[config.mk]
export PLATFORM = sky130hd
export DESIGN_NAME = conv_pe_seq_flat
export DESIGN_NICKNAME = d
export VERILOG_FILES = /design/src/rtl/conv_pe_seq_if.sv /design/src/rtl/conv_pe_seq.sv /design/src/flat_wrapper.sv
export SDC_FILE = /design/constraint.sdc
export NUM_CORES = 1
export LEC_CHECK = 0
export BUFFER_PORTS_ARGS = -buffer_cell sky130_fd_sc_hd__buf_2
export CAP_MARGIN = 20
export CORE_MARGIN = 4
export CORE_UTILIZATION = 58
export CTS_CLUSTER_DIAMETER = 60
export DETAILED_ROUTE_END_ITERATION = 12
export GPL_TIMING_DRIVEN = 0
export PLACE_DENSITY = 0.9
export RECOVER_POWER = 50
export SLEW_MARGIN = 15
export SYNTH_ARGS = -nofsm -noshare
export SYNTH_HDL_FRONTEND = slang
export SYNTH_SLANG_ARGS = --single-unit
[constraint.sdc]
create_clock -name clk -period 12.73 [get_ports clk]
set_input_delay 3.1825 -clock clk [delete_from_list [all_inputs] [get_ports clk]]
set_output_delay 3.1825 -clock clk [all_outputs]
set_load 0.01 [all_outputs]
[src/rtl/conv_pe_seq_if.sv]
// Bus between the operand/result memory and the convolution PE:
// launch strobe, 4x4 input tile, 3x3 filter, 2x2 results and status.
interface conv_pe_seq_if #(
    parameter int DW = 8
);
    logic          start;
    logic [DW-1:0] a11, a12, a13, a14;
    logic [DW-1:0] a21, a22, a23, a24;
    logic [DW-1:0] a31, a32, a33, a34;
    logic [DW-1:0] a41, a42, a43, a44;
    logic [DW-1:0] b11, b12, b13;
    logic [DW-1:0] b21, b22, b23;
    logic [DW-1:0] b31, b32, b33;
    logic [DW-1:0] c11, c12, c21, c22;
    logic          done;
    logic          busy;

    // Memory side: supplies operands and the launch pulse, collects results.
    modport master (
        output start,
        output a11, a12, a13, a14, a21, a22, a23, a24,
        output a31, a32, a33, a34, a41, a42, a43, a44,
        output b11, b12, b13, b21, b22, b23, b31, b32, b33,
        input  c11, c12, c21, c22, done, busy
    );

    // PE side.
    modport slave (
        input  start,
        input  a11, a12, a13, a14, a21, a22, a23, a24,
        input  a31, a32, a33, a34, a41, a42, a43, a44,
        input  b11, b12, b13, b21, b22, b23, b31, b32, b33,
        output c11, c12, c21, c22, done, busy
    );
endinterface

[src/rtl/conv_pe_seq.sv]
// Sequential 3x3 valid convolution over a 4x4 tile: one MAC per cycle,
// 36 MACs per run, saturating 2x2 result registers, one-cycle done pulse.
module conv_pe_seq #(
    parameter int DW = 8,
    parameter int AW = 20
) (
    input  logic          clk,
    input  logic          reset,
    conv_pe_seq_if.slave  bus
);
    typedef enum logic [1:0] {IDLE, RUN, DONE} state_t;

    localparam logic [DW-1:0] SAT = {DW{1'b1}};

    state_t          state, state_nx;
    logic [1:0]      o;                  // output index: c11, c12, c21, c22
    logic [3:0]      t;                  // filter tap index 0..8
    logic [AW-1:0]   acc;
    logic [DW-1:0]   snap_a [16];
    logic [DW-1:0]   snap_b [9];
    logic [DW-1:0]   res    [4];
    logic [DW-1:0]   in_a   [16];
    logic [DW-1:0]   in_b   [9];

    logic [1:0]      tap_i, tap_j, row, col;
    logic [3:0]      a_idx;
    logic [2*DW-1:0] prod;
    logic [AW-1:0]   sum;
    logic [DW-1:0]   res_sat;
    logic            last_tap, last_out;

    // Flatten the operand bus row-major so the snapshot can be loaded in a loop.
    assign in_a[0]  = bus.a11;  assign in_a[1]  = bus.a12;
    assign in_a[2]  = bus.a13;  assign in_a[3]  = bus.a14;
    assign in_a[4]  = bus.a21;  assign in_a[5]  = bus.a22;
    assign in_a[6]  = bus.a23;  assign in_a[7]  = bus.a24;
    assign in_a[8]  = bus.a31;  assign in_a[9]  = bus.a32;
    assign in_a[10] = bus.a33;  assign in_a[11] = bus.a34;
    assign in_a[12] = bus.a41;  assign in_a[13] = bus.a42;
    assign in_a[14] = bus.a43;  assign in_a[15] = bus.a44;
    assign in_b[0]  = bus.b11;  assign in_b[1]  = bus.b12;
    assign in_b[2]  = bus.b13;  assign in_b[3]  = bus.b21;
    assign in_b[4]  = bus.b22;  assign in_b[5]  = bus.b23;
    assign in_b[6]  = bus.b31;  assign in_b[7]  = bus.b32;
    assign in_b[8]  = bus.b33;

    // Tap decode: window origin (r,c) = (o[1],o[0]), offset (i,j) = (t/3, t%3).
    always_comb begin
        tap_i    = 2'(t / 4'd3);
        tap_j    = 2'(t % 4'd3);
        row      = {1'b0, o[1]} + tap_i;
        col      = {1'b0, o[0]} + tap_j;
        a_idx    = {row, col};
        prod     = (2*DW)'(snap_a[a_idx]) * (2*DW)'(snap_b[t]);
        sum      = acc + AW'(prod);
        res_sat  = (sum > AW'(SAT)) ? SAT : sum[DW-1:0];
        last_tap = (t == 4'd8);
        last_out = (o == 2'd3);
    end

    // State register.
    // NOTE: sequential state uses non-blocking assignments so every flop samples pre-edge values.
    always_ff @(posedge clk or posedge reset) begin
        if (reset) state <= IDLE;
        else       state <= state_nx;
    end

    // Next-state logic; start outside IDLE is simply not looked at.
    // NOTE: the default assignment first means no path leaves state_nx unassigned, so no latch.
    always_comb begin
        state_nx = state;
        case (state)
            IDLE:    if (bus.start) state_nx = RUN;
            RUN:     if (last_tap && last_out) state_nx = DONE;
            DONE:    state_nx = IDLE;
            default: state_nx = IDLE;
        endcase
    end

    assign bus.done = (state == DONE);
    assign bus.busy = (state != IDLE);

    // Snapshot on launch, then one MAC per RUN cycle with a saturating write on tap 8.
    always_ff @(posedge clk or posedge reset) begin
        if (reset) begin
            o   <= '0;
            t   <= '0;
            acc <= '0;
            // NOTE: these small register arrays are reset on purpose: an aborted run must leave zeros visible.
            for (int k = 0; k < 16; k++) snap_a[k] <= '0;
            for (int k = 0; k < 9; k++)  snap_b[k] <= '0;
            for (int k = 0; k < 4; k++)  res[k]    <= '0;
        end else begin
            case (state)
                IDLE: begin
                    if (bus.start) begin
                        for (int k = 0; k < 16; k++) snap_a[k] <= in_a[k];
                        for (int k = 0; k < 9; k++)  snap_b[k] <= in_b[k];
                        o   <= '0;
                        t   <= '0;
                        acc <= '0;
                    end
                end
                RUN: begin
                    if (last_tap) begin
                        res[o] <= res_sat;
                        acc    <= '0;
                        t      <= '0;
                        o      <= o + 2'd1;
                    end else begin
                        acc <= sum;
                        t   <= t + 4'd1;
                    end
                end
                default: ;
            endcase
        end
    end

    assign bus.c11 = res[0];
    assign bus.c12 = res[1];
    assign bus.c21 = res[2];
    assign bus.c22 = res[3];
endmodule
[src/flat_wrapper.sv]
// flat-port wrapper written by rule: the top's interface ports become plain ports
module conv_pe_seq_flat 
#(
    parameter int DW = 8,
    parameter int AW = 20
)
  (clk, reset, bus_start, bus_a11, bus_a12, bus_a13, bus_a14, bus_a21, bus_a22, bus_a23, bus_a24, bus_a31, bus_a32, bus_a33, bus_a34, bus_a41, bus_a42, bus_a43, bus_a44, bus_b11, bus_b12, bus_b13, bus_b21, bus_b22, bus_b23, bus_b31, bus_b32, bus_b33, bus_c11, bus_c12, bus_c21, bus_c22, bus_done, bus_busy);
  conv_pe_seq_if #(.DW(DW)) bus_i ();
  input  logic clk;
  input  logic reset;
  input wire logic [$bits(bus_i.start)-1:0] bus_start;
  input wire logic [$bits(bus_i.a11)-1:0] bus_a11;
  input wire logic [$bits(bus_i.a12)-1:0] bus_a12;
  input wire logic [$bits(bus_i.a13)-1:0] bus_a13;
  input wire logic [$bits(bus_i.a14)-1:0] bus_a14;
  input wire logic [$bits(bus_i.a21)-1:0] bus_a21;
  input wire logic [$bits(bus_i.a22)-1:0] bus_a22;
  input wire logic [$bits(bus_i.a23)-1:0] bus_a23;
  input wire logic [$bits(bus_i.a24)-1:0] bus_a24;
  input wire logic [$bits(bus_i.a31)-1:0] bus_a31;
  input wire logic [$bits(bus_i.a32)-1:0] bus_a32;
  input wire logic [$bits(bus_i.a33)-1:0] bus_a33;
  input wire logic [$bits(bus_i.a34)-1:0] bus_a34;
  input wire logic [$bits(bus_i.a41)-1:0] bus_a41;
  input wire logic [$bits(bus_i.a42)-1:0] bus_a42;
  input wire logic [$bits(bus_i.a43)-1:0] bus_a43;
  input wire logic [$bits(bus_i.a44)-1:0] bus_a44;
  input wire logic [$bits(bus_i.b11)-1:0] bus_b11;
  input wire logic [$bits(bus_i.b12)-1:0] bus_b12;
  input wire logic [$bits(bus_i.b13)-1:0] bus_b13;
  input wire logic [$bits(bus_i.b21)-1:0] bus_b21;
  input wire logic [$bits(bus_i.b22)-1:0] bus_b22;
  input wire logic [$bits(bus_i.b23)-1:0] bus_b23;
  input wire logic [$bits(bus_i.b31)-1:0] bus_b31;
  input wire logic [$bits(bus_i.b32)-1:0] bus_b32;
  input wire logic [$bits(bus_i.b33)-1:0] bus_b33;
  output wire logic [$bits(bus_i.c11)-1:0] bus_c11;
  output wire logic [$bits(bus_i.c12)-1:0] bus_c12;
  output wire logic [$bits(bus_i.c21)-1:0] bus_c21;
  output wire logic [$bits(bus_i.c22)-1:0] bus_c22;
  output wire logic [$bits(bus_i.done)-1:0] bus_done;
  output wire logic [$bits(bus_i.busy)-1:0] bus_busy;
  assign bus_i.start = bus_start;
  assign bus_i.a11 = bus_a11;
  assign bus_i.a12 = bus_a12;
  assign bus_i.a13 = bus_a13;
  assign bus_i.a14 = bus_a14;
  assign bus_i.a21 = bus_a21;
  assign bus_i.a22 = bus_a22;
  assign bus_i.a23 = bus_a23;
  assign bus_i.a24 = bus_a24;
  assign bus_i.a31 = bus_a31;
  assign bus_i.a32 = bus_a32;
  assign bus_i.a33 = bus_a33;
  assign bus_i.a34 = bus_a34;
  assign bus_i.a41 = bus_a41;
  assign bus_i.a42 = bus_a42;
  assign bus_i.a43 = bus_a43;
  assign bus_i.a44 = bus_a44;
  assign bus_i.b11 = bus_b11;
  assign bus_i.b12 = bus_b12;
  assign bus_i.b13 = bus_b13;
  assign bus_i.b21 = bus_b21;
  assign bus_i.b22 = bus_b22;
  assign bus_i.b23 = bus_b23;
  assign bus_i.b31 = bus_b31;
  assign bus_i.b32 = bus_b32;
  assign bus_i.b33 = bus_b33;
  assign bus_c11 = bus_i.c11;
  assign bus_c12 = bus_i.c12;
  assign bus_c21 = bus_i.c21;
  assign bus_c22 = bus_i.c22;
  assign bus_done = bus_i.done;
  assign bus_busy = bus_i.busy;
  conv_pe_seq #(.DW(DW), .AW(AW)) u_core (.clk(clk), .reset(reset), .bus(bus_i));
endmodule
==> out/qor.log, run 1 <==
INFO  status         status=finished, violations left
INFO  status         failing_checks=max-capacitance violations, max-slew violations
INFO  synth          yosys_warnings=0
INFO  grt            overflow=0
INFO  setup_path     cp-start-kind=flip-flop
INFO  setup_path     critPathCaptureType=flip-flop
INFO  synth          synthesized_netlist_net_count=1511
INFO  final_layout   syn_to_final_growth=17.02%
INFO  cts            cts.repair.resized=0
INFO  timing         worst-slew-pin-transition=5816ps
INFO  place          placement.io_buffers=236
INFO  floorplan      io_pins=237
INFO  floorplan      die_x=167.2um
INFO  place          place_worst_setup_slack=1884ps
INFO  synth          postSynth.topFlopCell=sky130_fd_sc_hd__dfrtp_1
INFO  setup_path     cp_slowest_cell=sky130_fd_sc_hd__a22oi_1
INFO  synth          synth-edff-count=0
INFO  grt            first_global_vias=11960
INFO  synth          yosysSeqAreaShare=0.4428
INFO  cts            cts_setup_buffers=0
INFO  timing         max_clock_freq=0.09126GHz
INFO  setup_path     crit_path_category=reg -> reg
INFO  cts            tritoncts=done
INFO  timing         worst_hold_slack=502.0ps
INFO  timing         finalSetupViolations=0
INFO  routing        initial_drt_markers=1219
INFO  setup_path     critical_path_peak_fanout=10
INFO  cts            ctsRootBufferMaster=sky130_fd_sc_hd__clkbuf_16
INFO  synth          post_synth_num_cell_types=75
INFO  final_layout   post_route_cells_drive_above_1_share=0.3819
INFO  final_layout   fin_nets=1778
INFO  timing         final-max-slew-violation-count=265
INFO  cts            clock_latency=550ps
INFO  timing         finalClockSkew=9.632ps
INFO  cts            quantity_of_hold_fixing_buffers_added_after_cts=0
INFO  cts            max-clock-path-buffers=3
INFO  synth          netlist_instances=1205
INFO  cts            clk_pin_slew=70ps
INFO  grt            antenna_found_initial=10
INFO  final_layout   final_cell_mix=sky130_fd_sc_hd__dfrtp_1, sky130_fd_sc_hd__buf_2, sky130_fd_sc_hd__mux2_2
INFO  timing         grt_setup_unrepaired=no
INFO  grt            groute.usage.overall=0.2828
INFO  routing        post-route-drc-count=0
INFO  synth          synthesis.area=0.01469mm^2
INFO  place          hpwlAfterDp=30050um
INFO  timing         worst_slew_margin_rel=-2.878
INFO  grt            grt_start_max_net_pins=112
INFO  cts            htree_levels=1
INFO  run            max-cap-violations=3
INFO  setup_path     slowest_delay=760ps
INFO  timing         period_minus_slack=10960ps
INFO  floorplan      fp.dieH=167.2um
INFO  final_layout   most_common_cell_after_layout_fill_and_taps_aside=sky130_fd_sc_hd__dfrtp_1
INFO  routing        total_number_of_vias=11090
INFO  floorplan      initial_core_util=0.5972
INFO  routing        final_wl=39940um
INFO  floorplan      core_region_area=0.02460mm^2
INFO  setup_path     cp.arrival=11390ps
INFO  grt            first_pass_grt_wire_length=63590um
INFO  timing         final_min_period_over_clock_period=0.8608
INFO  place          routabilityCongestion=0.9813
INFO  setup_path     worst-r2r-setup-slack=1770ps
INFO  synth          asyncSetResetFlopFracSynth=1.000
INFO  floorplan      die_area=0.02794mm^2
INFO  setup_path     crit_required=13160ps
INFO  timing         timing.final.ws_setup=1772ps
INFO  routing        first_pass_detailed_route_iteration_total=8
INFO  cts            tritoncts.num_buffers=27
INFO  routing        route.detailed.vias_per_inst=6.110
INFO  synth          synth-seq-cells=260
INFO  cts            cts_num_sinks=260
INFO  hold_path      worst_hold_path_type=reg -> reg
INFO  routing        drt-wirelength-per-cell=22.00um
INFO  floorplan      rows=57
INFO  timing         finalHoldViolCount=0
INFO  synth          avg_cell_area_syn=12.19um^2
INFO  routing        antenna_left=0
-- final timing paths --
path	cells after the start	start	to
max reg2reg	32	u_core.t[2]	u_core.bus.c12[6]
min	1	u_core.snap_a[3]	u_core.snap_a[3]
max	32	u_core.t[2]	u_core.bus.c12[6]
max in group asynchronous	3	reset	u_core.bus.c11[5]
min reg2reg	1	u_core.snap_a[3]	u_core.snap_a[3]
min in group asynchronous	2	reset	u_core.snap_a[114]
-- per-layer routing --
metal | track usage | vias to the layer above | wire, um | share of wire
met4 | 0.1041 | 16 | 1692 | 0.042
met3 | 0.08039 | 152 | 3811 | 0.095
met1 | 0.3402 | 5555 | 14380 | 0.36
li1 | - | 4782 | - | -
met2 | 0.4884 | 585 | 19940 | 0.50
met5 | 0 | - | 115 | 0.0029
-- synthesized netlist by cell type (3+ instances only) --
| library cell | instances | share of area |
|---|---|---|
| sky130_fd_sc_hd__buf_4 | 4 | 0.0020 |
| sky130_fd_sc_hd__a22o_1 | 14 | 0.0083 |
| sky130_fd_sc_hd__o22a_1 | 26 | 0.015 |
| sky130_fd_sc_hd__mux2i_1 | 17 | 0.012 |
| sky130_fd_sc_hd__mux4_2 | 28 | 0.043 |
| sky130_fd_sc_hd__fa_1 | 50 | 0.068 |
| sky130_fd_sc_hd__a21oi_1 | 36 | 0.012 |
| sky130_fd_sc_hd__mux2_2 | 214 | 0.16 |
| sky130_fd_sc_hd__nor3b_1 | 5 | 0.0026 |
| sky130_fd_sc_hd__nand3_1 | 21 | 0.0072 |
| sky130_fd_sc_hd__or2_2 | 6 | 0.0026 |
| sky130_fd_sc_hd__a2111o_1 | 5 | 0.0038 |
| sky130_fd_sc_hd__ha_1 | 53 | 0.045 |
| sky130_fd_sc_hd__or3b_1 | 3 | 0.0018 |
| sky130_fd_sc_hd__buf_1 | 4 | 0.0010 |
| sky130_fd_sc_hd__nand2b_1 | 17 | 0.0072 |
| sky130_fd_sc_hd__inv_1 | 121 | 0.031 |
| sky130_fd_sc_hd__o21a_1 | 3 | 0.0015 |
| sky130_fd_sc_hd__buf_2 | 7 | 0.0024 |
| sky130_fd_sc_hd__a221o_1 | 3 | 0.0020 |
| sky130_fd_sc_hd__o21ai_0 | 40 | 0.014 |
| sky130_fd_sc_hd__xnor2_1 | 13 | 0.0077 |
| sky130_fd_sc_hd__a22oi_1 | 8 | 0.0041 |
| sky130_fd_sc_hd__and2_1 | 6 | 0.0026 |
| sky130_fd_sc_hd__a31oi_1 | 3 | 0.0013 |
| sky130_fd_sc_hd__a21o_1 | 10 | 0.0051 |
| sky130_fd_sc_hd__clkbuf_1 | 44 | 0.011 |
| sky130_fd_sc_hd__nand4_2 | 4 | 0.0034 |
| sky130_fd_sc_hd__nor2b_1 | 11 | 0.0047 |
| sky130_fd_sc_hd__o22a_2 | 8 | 0.0055 |
| sky130_fd_sc_hd__o22ai_1 | 7 | 0.0030 |
| sky130_fd_sc_hd__and3_1 | 4 | 0.0017 |
| sky130_fd_sc_hd__dfrtp_1 | 260 | 0.44 |
| sky130_fd_sc_hd__a221oi_1 | 3 | 0.0018 |
| sky130_fd_sc_hd__nor2_1 | 41 | 0.010 |
| sky130_fd_sc_hd__nand2_1 | 57 | 0.015 |
-- cells by family (layout without fill, tap and decap cells) --
group / Yosys count / in the layout / synth area share
and+or+nand+nor: 189 / 189 / 0.06787
xor gates and xnor gates: 15 / 15 / 0.008942
AOI/OAI and AO/OA: 196 / 196 / 0.09921
buffers and inverters: 183 / 468 / 0.04939
adders and majority gates: 103 / 103 / 0.1133
other: 0 / 1 / 0
DFF: 260 / 260 / 0.4428
muxes: 259 / 259 / 0.2185
-- sequential cells by signal (all words and copies together) (netlist names) --
signal / cells
u_core.bus.c21: 8
u_core.snap_b: 72
u_core.state: 2
u_core.bus.c22: 8
u_core.acc: 20
u_core.bus.c12: 8
u_core.bus.c11: 8
u_core.o: 2
u_core.t: 4
u_core.snap_a: 128
-- through the flow --
step	instances	cell area [um^2]	TNS, ps	utilization
6_report	1815	17190	0	0.6988
5_1_grt	1815	17190	0	0.6988
4_1_cts	1814	17250	0	0.7010
3_5_place_dp	1767	16340	0	0.6642
3_3_place_gp	1765	16280	-23480	0.6616
2_1_floorplan	1205	14690	0	-
-- worst max-delay path, delay by kind of cell, from the launching register on --
kind / cells / cell delay (ps)
AO/OA/AOI/OAI: 10 / 3220
adder cells (fa/ha/maj): 8 / 3200
buffers and inverters: 7 / 1700
AND/OR/NAND/NOR: 5 / 1540
multiplexers: 1 / 610
flip-flops: 1 / 450
XOR/XNOR: 1 / 110
-- cell type report --
class | count | area, um^2
well taps | 324 | 405.4
clock buffers | 36 | 769.5
clock inverters | 11 | 136.4
flip-flops and latches | 260 | 6506
inverters | 122 | 459.2
diodes | 1 | 2.502
repair buffers | 238 | 1186
plain buffers | 61 | 267.8
fillers | 1664 | 7411
multi-input cells | 762 | 7461
Power of run 1 is not shown: default switching activity piles up to over one toggle a cycle in this logic, so the estimate is an artifact.
==> inputs of run 2 (changes only) <==
==> constraint.sdc (replaced) <==
create_clock -name clk -period 12.73 [get_ports clk]
set_input_delay 0.6365 -clock clk [delete_from_list [all_inputs] [get_ports clk]]
set_output_delay 0.6365 -clock clk [all_outputs]
set_load 0.01 [all_outputs]
==> out/qor.log, run 2 (synthesized netlist as in run 1, its figures left out) <==
INFO  floorplan      fp.dieH=167.2um
INFO  final_layout   top_regs=u_core.snap_a: 128 flops, u_core.snap_b: 72 flops, u_core.acc: 20 flops
INFO  floorplan      core_region_area=0.02460mm^2
INFO  routing        antenna_left=0
INFO  floorplan      die_area=0.02794mm^2
INFO  setup_path     critical_path.reg2reg.startpoint=u_core.t[2]
INFO  timing         worst_slew_margin_rel=-2.885
INFO  routing        total_number_of_vias=11120
INFO  hold_path      worst_hold_path_type=in -> reg
INFO  routing        first_pass_detailed_route_iteration_total=6
INFO  cts            max-clock-path-buffers=3
INFO  floorplan      initial_core_util=0.5972
INFO  setup_path     crit_required=13160ps
INFO  final_layout   post_route_cells_drive_above_1_share=0.3711
INFO  routing        final_wl=40070um
INFO  timing         finalSetupViolations=0
INFO  timing         worst-slew-pin-transition=5828ps
INFO  final_layout   most_common_cell_after_layout_fill_and_taps_aside=sky130_fd_sc_hd__dfrtp_1
INFO  timing         finalClockSkew=9.571ps
INFO  place          hpwlAfterDp=30050um
INFO  grt            overflow=0
INFO  grt            first_global_vias=11960
INFO  grt            groute.usage.overall=0.2828
INFO  cts            clk_pin_slew=70ps
INFO  cts            cts_num_sinks=260
INFO  floorplan      rows=57
INFO  routing        routed.top_layer=met5
INFO  setup_path     timing.rr.end=u_core.bus.c12[6]
INFO  setup_path     critical_path_peak_fanout=10
INFO  cts            cts_setup_buffers=0
INFO  grt            grt_start_max_net_pins=112
INFO  cts            tritoncts=done
INFO  setup_path     cp_slowest_cell=sky130_fd_sc_hd__a22oi_1
INFO  final_layout   num-fill-cells=1677
INFO  timing         period_minus_slack=10970ps
INFO  grt            first_pass_grt_wire_length=63590um
INFO  cts            quantity_of_hold_fixing_buffers_added_after_cts=0
INFO  cts            tritoncts.num_buffers=27
INFO  routing        post-route-drc-count=0
INFO  floorplan      die_x=167.2um
INFO  place          routabilityCongestion=0.9813
INFO  setup_path     crit_end=u_core.bus.c12[6]
INFO  routing        route.detailed.vias_per_inst=6.127
INFO  routing        met3RoutedLength=3712um
INFO  place          placement.io_buffers=236
INFO  timing         finalHoldViolCount=0
INFO  timing         grt_setup_unrepaired=no
INFO  floorplan      io_pins=237
INFO  setup_path     crit_start=u_core.t[2]
INFO  final_layout   fin_nets=1778
INFO  timing         final-max-slew-violation-count=265
INFO  cts            ctsRootBufferMaster=sky130_fd_sc_hd__clkbuf_16
INFO  grt            antenna_found_initial=10
INFO  timing         final_min_period_over_clock_period=0.8617
INFO  routing        drt-wirelength-per-cell=22.07um
INFO  setup_path     cp.arrival=11400ps
INFO  status         status=finished, violations left
INFO  setup_path     timing.reg2reg.worst_path_depth=32
INFO  final_layout   final_cell_mix=sky130_fd_sc_hd__dfrtp_1, sky130_fd_sc_hd__buf_2, sky130_fd_sc_hd__mux2_2
INFO  setup_path     cp-start-kind=flip-flop
INFO  routing        initial_drt_markers=1203
INFO  timing         max_clock_freq=0.09116GHz
INFO  final_layout   syn_to_final_growth=16.89%
INFO  setup_path     crit_path_category=reg -> reg
INFO  final_layout   largest_register_ff_count=128
INFO  final_layout   largest-register=u_core.snap_a
INFO  setup_path     critPathCaptureType=flip-flop
INFO  setup_path     slowest_delay=730ps
INFO  routing        met2RoutedLength=19870um
INFO  timing         final.setup.tns=0ps
INFO  cts            htree_levels=1
INFO  cts            clock_latency=550ps
INFO  setup_path     worst-r2r-setup-slack=1760ps
INFO  run            max-cap-violations=3
INFO  cts            cts.repair.resized=0
INFO  routing        drt-met1-wl=14560um
INFO  status         failing_checks=max-capacitance violations, max-slew violations
==> run 2: area by class of cell <==
type / instances / area (um^2) / area share
Buffer: 61 / 267.8 / 0.01559
Antenna cell: 1 / 2.502 / 0.0001457
Timing Repair Buffer: 238 / 1166 / 0.06790
Sequential cell: 260 / 6506 / 0.3788
Multi-Input combinational cell: 762 / 7461 / 0.4344
Inverter: 122 / 459.2 / 0.02674
Clock buffer: 36 / 769.5 / 0.04481
Tap cell: 324 / 405.4 / 0.02360
Clock inverter: 11 / 136.4 / 0.007941
==> run 2: worst max-delay path: cells and delay by family, from the launching register on <==
family	cells	cell delay, ps
buffers and inverters	8	2020
AO/OA/AOI/OAI	9	2860
AND/OR/NAND/NOR	5	1540
flip-flops	1	450
multiplexers	1	640
adder cells (fa/ha/maj)	8	3200
XOR/XNOR	1	110
==> run 2: per-stage QoR <==
stage	cell area [um^2]	std cells	hold slack, ps	worst slack (ps)	utilization
5_1_grt	17170	1815	303.9	1286	0.6980
3_5_place_dp	16340	1767	487.3	1884	0.6642
4_1_cts	17250	1814	94.32	1820	0.7010
2_1_floorplan	14690	1205	456.3	3601	-
3_3_place_gp	16280	1765	474.0	2177	0.6616
6_report	17170	1815	314.6	1760	0.6980
==> run 2: routing by layer <==
layer  up-vias  global-route usage
met5         -                   0
met4        18              0.1041
met3       162             0.08039
met2       587              0.4884
met1      5576              0.3402
li1       4778                   -
==> run 2: how the worst min path moves through the flow <==
| stage | start | end | slack (ps) | depth (start not counted) |
|---|---|---|---|---|
| floorplan | u_core.acc[11] | u_core.acc[11] | 460 | 2 |
| global placement | u_core.acc[15] | u_core.acc[15] | 470 | 2 |
| detailed placement | u_core.acc[11] | u_core.acc[11] | 490 | 2 |
| CTS | reset | u_core.snap_a[114] | 90 | 2 |
| global route | bus_a14[0] | u_core.snap_a[96] | 300 | 2 |
| finish | bus_a41[3] | u_core.snap_a[27] | 310 | 2 |
Power of run 2 is left out for the same reason.
==> inputs of run 3 (changes only) <==
--- a/config.mk
+++ b/config.mk
@@ -11,7 +11,6 @@
 export CORE_UTILIZATION = 58
 export CTS_CLUSTER_DIAMETER = 60
 export DETAILED_ROUTE_END_ITERATION = 12
-export GPL_TIMING_DRIVEN = 0
 export PLACE_DENSITY = 0.9
 export RECOVER_POWER = 50
 export SLEW_MARGIN = 15
==> out/qor.log, run 3 (synthesized netlist as in run 1, its figures left out) <==
INFO  setup_path     critPathCaptureType=flip-flop
INFO  hold_path      min_delay_endpoint=u_core.snap_a[18]
INFO  final_layout   largest_register_ff_count=128
INFO  setup_path     worst-r2r-setup-slack=2080ps
INFO  final_layout   top_regs=u_core.snap_a: 128 flops, u_core.snap_b: 72 flops, u_core.acc: 20 flops
INFO  floorplan      fp.dieH=167.2um
INFO  cts            cts.repair.resized=0
INFO  setup_path     critical_path.reg2reg.startpoint=u_core.t[3]
INFO  grt            grt_util_met3=0.06506
INFO  final_layout   largest-register=u_core.snap_a
INFO  cts            quantity_of_hold_fixing_buffers_added_after_cts=0
INFO  setup_path     crit_required=13160ps
INFO  final_layout   post_route_cells_drive_above_1_share=0.3713
INFO  timing         final-max-slew-violation-count=265
INFO  setup_path     cp-start-kind=flip-flop
INFO  routing        post-route-drc-count=0
INFO  floorplan      initial_core_util=0.5972
INFO  final_layout   syn_to_final_growth=15.73%
INFO  grt            grt_start_max_net_pins=204
INFO  setup_path     cp.arrival=11080ps
INFO  grt            first_pass_grt_wire_length=60420um
INFO  place          placement.io_buffers=236
INFO  timing         finalClockSkew=24.17ps
INFO  setup_path     crit_path_category=reg -> reg
INFO  timing         finalHoldViolCount=0
INFO  routing        first_pass_detailed_route_iteration_total=6
INFO  floorplan      core_region_area=0.02460mm^2
INFO  place          routabilityCongestion=0.9459
INFO  routing        antenna_left=0
INFO  timing         worst-slew-pin-transition=5225ps
INFO  setup_path     slowest_delay=680ps
INFO  routing        final_wl=38290um
INFO  floorplan      die_x=167.2um
INFO  cts            tritoncts.num_buffers=28
INFO  timing         period_minus_slack=10650ps
INFO  cts            clk_pin_slew=70ps
INFO  grt            overflow=0
INFO  setup_path     timing.reg2reg.worst_path_depth=32
INFO  routing        drt-wirelength-per-cell=21.68um
INFO  cts            clock_latency=560ps
INFO  timing         max_clock_freq=0.09386GHz
INFO  place          hpwlAfterDp=27750um
INFO  timing         grt_setup_unrepaired=no
INFO  timing         worst_slew_margin_rel=-2.503
INFO  hold_path      holdCritStartpoint=bus_a42[2]
INFO  grt            groute.usage.overall=0.2681
INFO  final_layout   most_common_cell_after_layout_fill_and_taps_aside=sky130_fd_sc_hd__dfrtp_1
INFO  timing         final.setup.tns=0ps
INFO  floorplan      die_area=0.02794mm^2
INFO  setup_path     timing.rr.end=u_core.bus.c12[4]
INFO  cts            htree_levels=1
INFO  setup_path     cp_slowest_cell=sky130_fd_sc_hd__nor2b_1
INFO  cts            cts_num_sinks=260
INFO  routing        initial_drt_markers=766
INFO  status         failing_checks=max-capacitance violations, max-slew violations
INFO  routing        total_number_of_vias=10610
INFO  floorplan      rows=57
INFO  hold_path      worst_hold_path_type=in -> reg
INFO  grt            global_route.usage.met1=0.3444
INFO  cts            cts_setup_buffers=0
INFO  grt            first_global_vias=11210
INFO  timing         final_min_period_over_clock_period=0.8369
INFO  grt            antenna_found_initial=8
INFO  cts            max-clock-path-buffers=3
INFO  grt            peak_usage_layer_in_the_global_routing_report=met2
INFO  run            max-cap-violations=3
INFO  cts            ctsRootBufferMaster=sky130_fd_sc_hd__clkbuf_16
INFO  final_layout   final_cell_mix=sky130_fd_sc_hd__dfrtp_1, sky130_fd_sc_hd__mux2_2, sky130_fd_sc_hd__buf_2
INFO  timing         finalSetupViolations=0
INFO  status         status=finished, violations left
INFO  final_layout   fin_nets=1725
INFO  cts            tritoncts=done
INFO  hold_path      worstHoldPathCells=2
INFO  grt            globalRouteMet2Util=0.4509
INFO  floorplan      io_pins=237
INFO  setup_path     critical_path_peak_fanout=18
INFO  routing        route.detailed.vias_per_inst=6.006
run 3: changes by cell type in the layout (fill, tap and decap cells not counted), sizes merged:
cell,change
clkbuf,-29
bufinv,+1
diode,+3
clkinvlp,+1
buf,-25
run 3: how the worst max path moves through the flow:
stage / start / slack, ps / depth (start not counted) / endpoint
5_1_grt: u_core.t[3] / 1440 / 32 / u_core.bus.c22[4]
2_1_floorplan: u_core.t[3] / 3600 / 35 / u_core.bus.c12[0]
3_5_place_dp: u_core.t[3] / 2070 / 31 / u_core.bus.c12[1]
3_3_place_gp: u_core.t[3] / 2540 / 31 / u_core.bus.c12[6]
6_report: u_core.t[3] / 2080 / 32 / u_core.bus.c12[4]
4_1_cts: u_core.t[3] / 1990 / 31 / u_core.bus.c22[4]
run 3: critical path, delay by kind of cell (launching register included):
kind	cells	cell delay, ps
AOI/OAI and AO/OA	10	3340
buffers and inverters	4	230
adders and majority gates	9	3480
muxes	1	410
DFF	1	670
xor gates and xnor gates	1	170
and+or+nand+nor	7	2220
run 3: area by class of cell:
class	count	area (um^2)
Fill cell	1717	7601
Multi-Input combinational cell	762	7471
Sequential cell	260	6506
Timing Repair Buffer	245	1225
Clock buffer	36	760.7
Inverter	122	459.2
Tap cell	324	405.4
Clock inverter	13	166.4
Antenna cell	4	10.01
run 3: per-stage QoR:
stage / hold WS, ps / instance area (um^2) / utilization / instances / setup WS (ps)
floorplan: 456.3 / 14690 / - / 1205 / 3601
global placement: 471.9 / 16100 / 0.6544 / 1712 / 2545
detailed placement: 484.1 / 16100 / 0.6544 / 1712 / 2073
CTS: 266.4 / 17030 / 0.6921 / 1761 / 1986
global route: 299.1 / 17000 / 0.6911 / 1766 / 1436
finish: 304.5 / 17000 / 0.6911 / 1766 / 2076
run 3: per-layer routing:
metal | wire length, um | up-vias | share of wire
met5 | 37 | - | 0.00097
met4 | 1430 | 6 | 0.037
met3 | 3239 | 105 | 0.085
met2 | 18780 | 491 | 0.49
met1 | 14810 | 5316 | 0.39
li1 | - | 4689 | -
Power of run 3 is left out for the same reason.
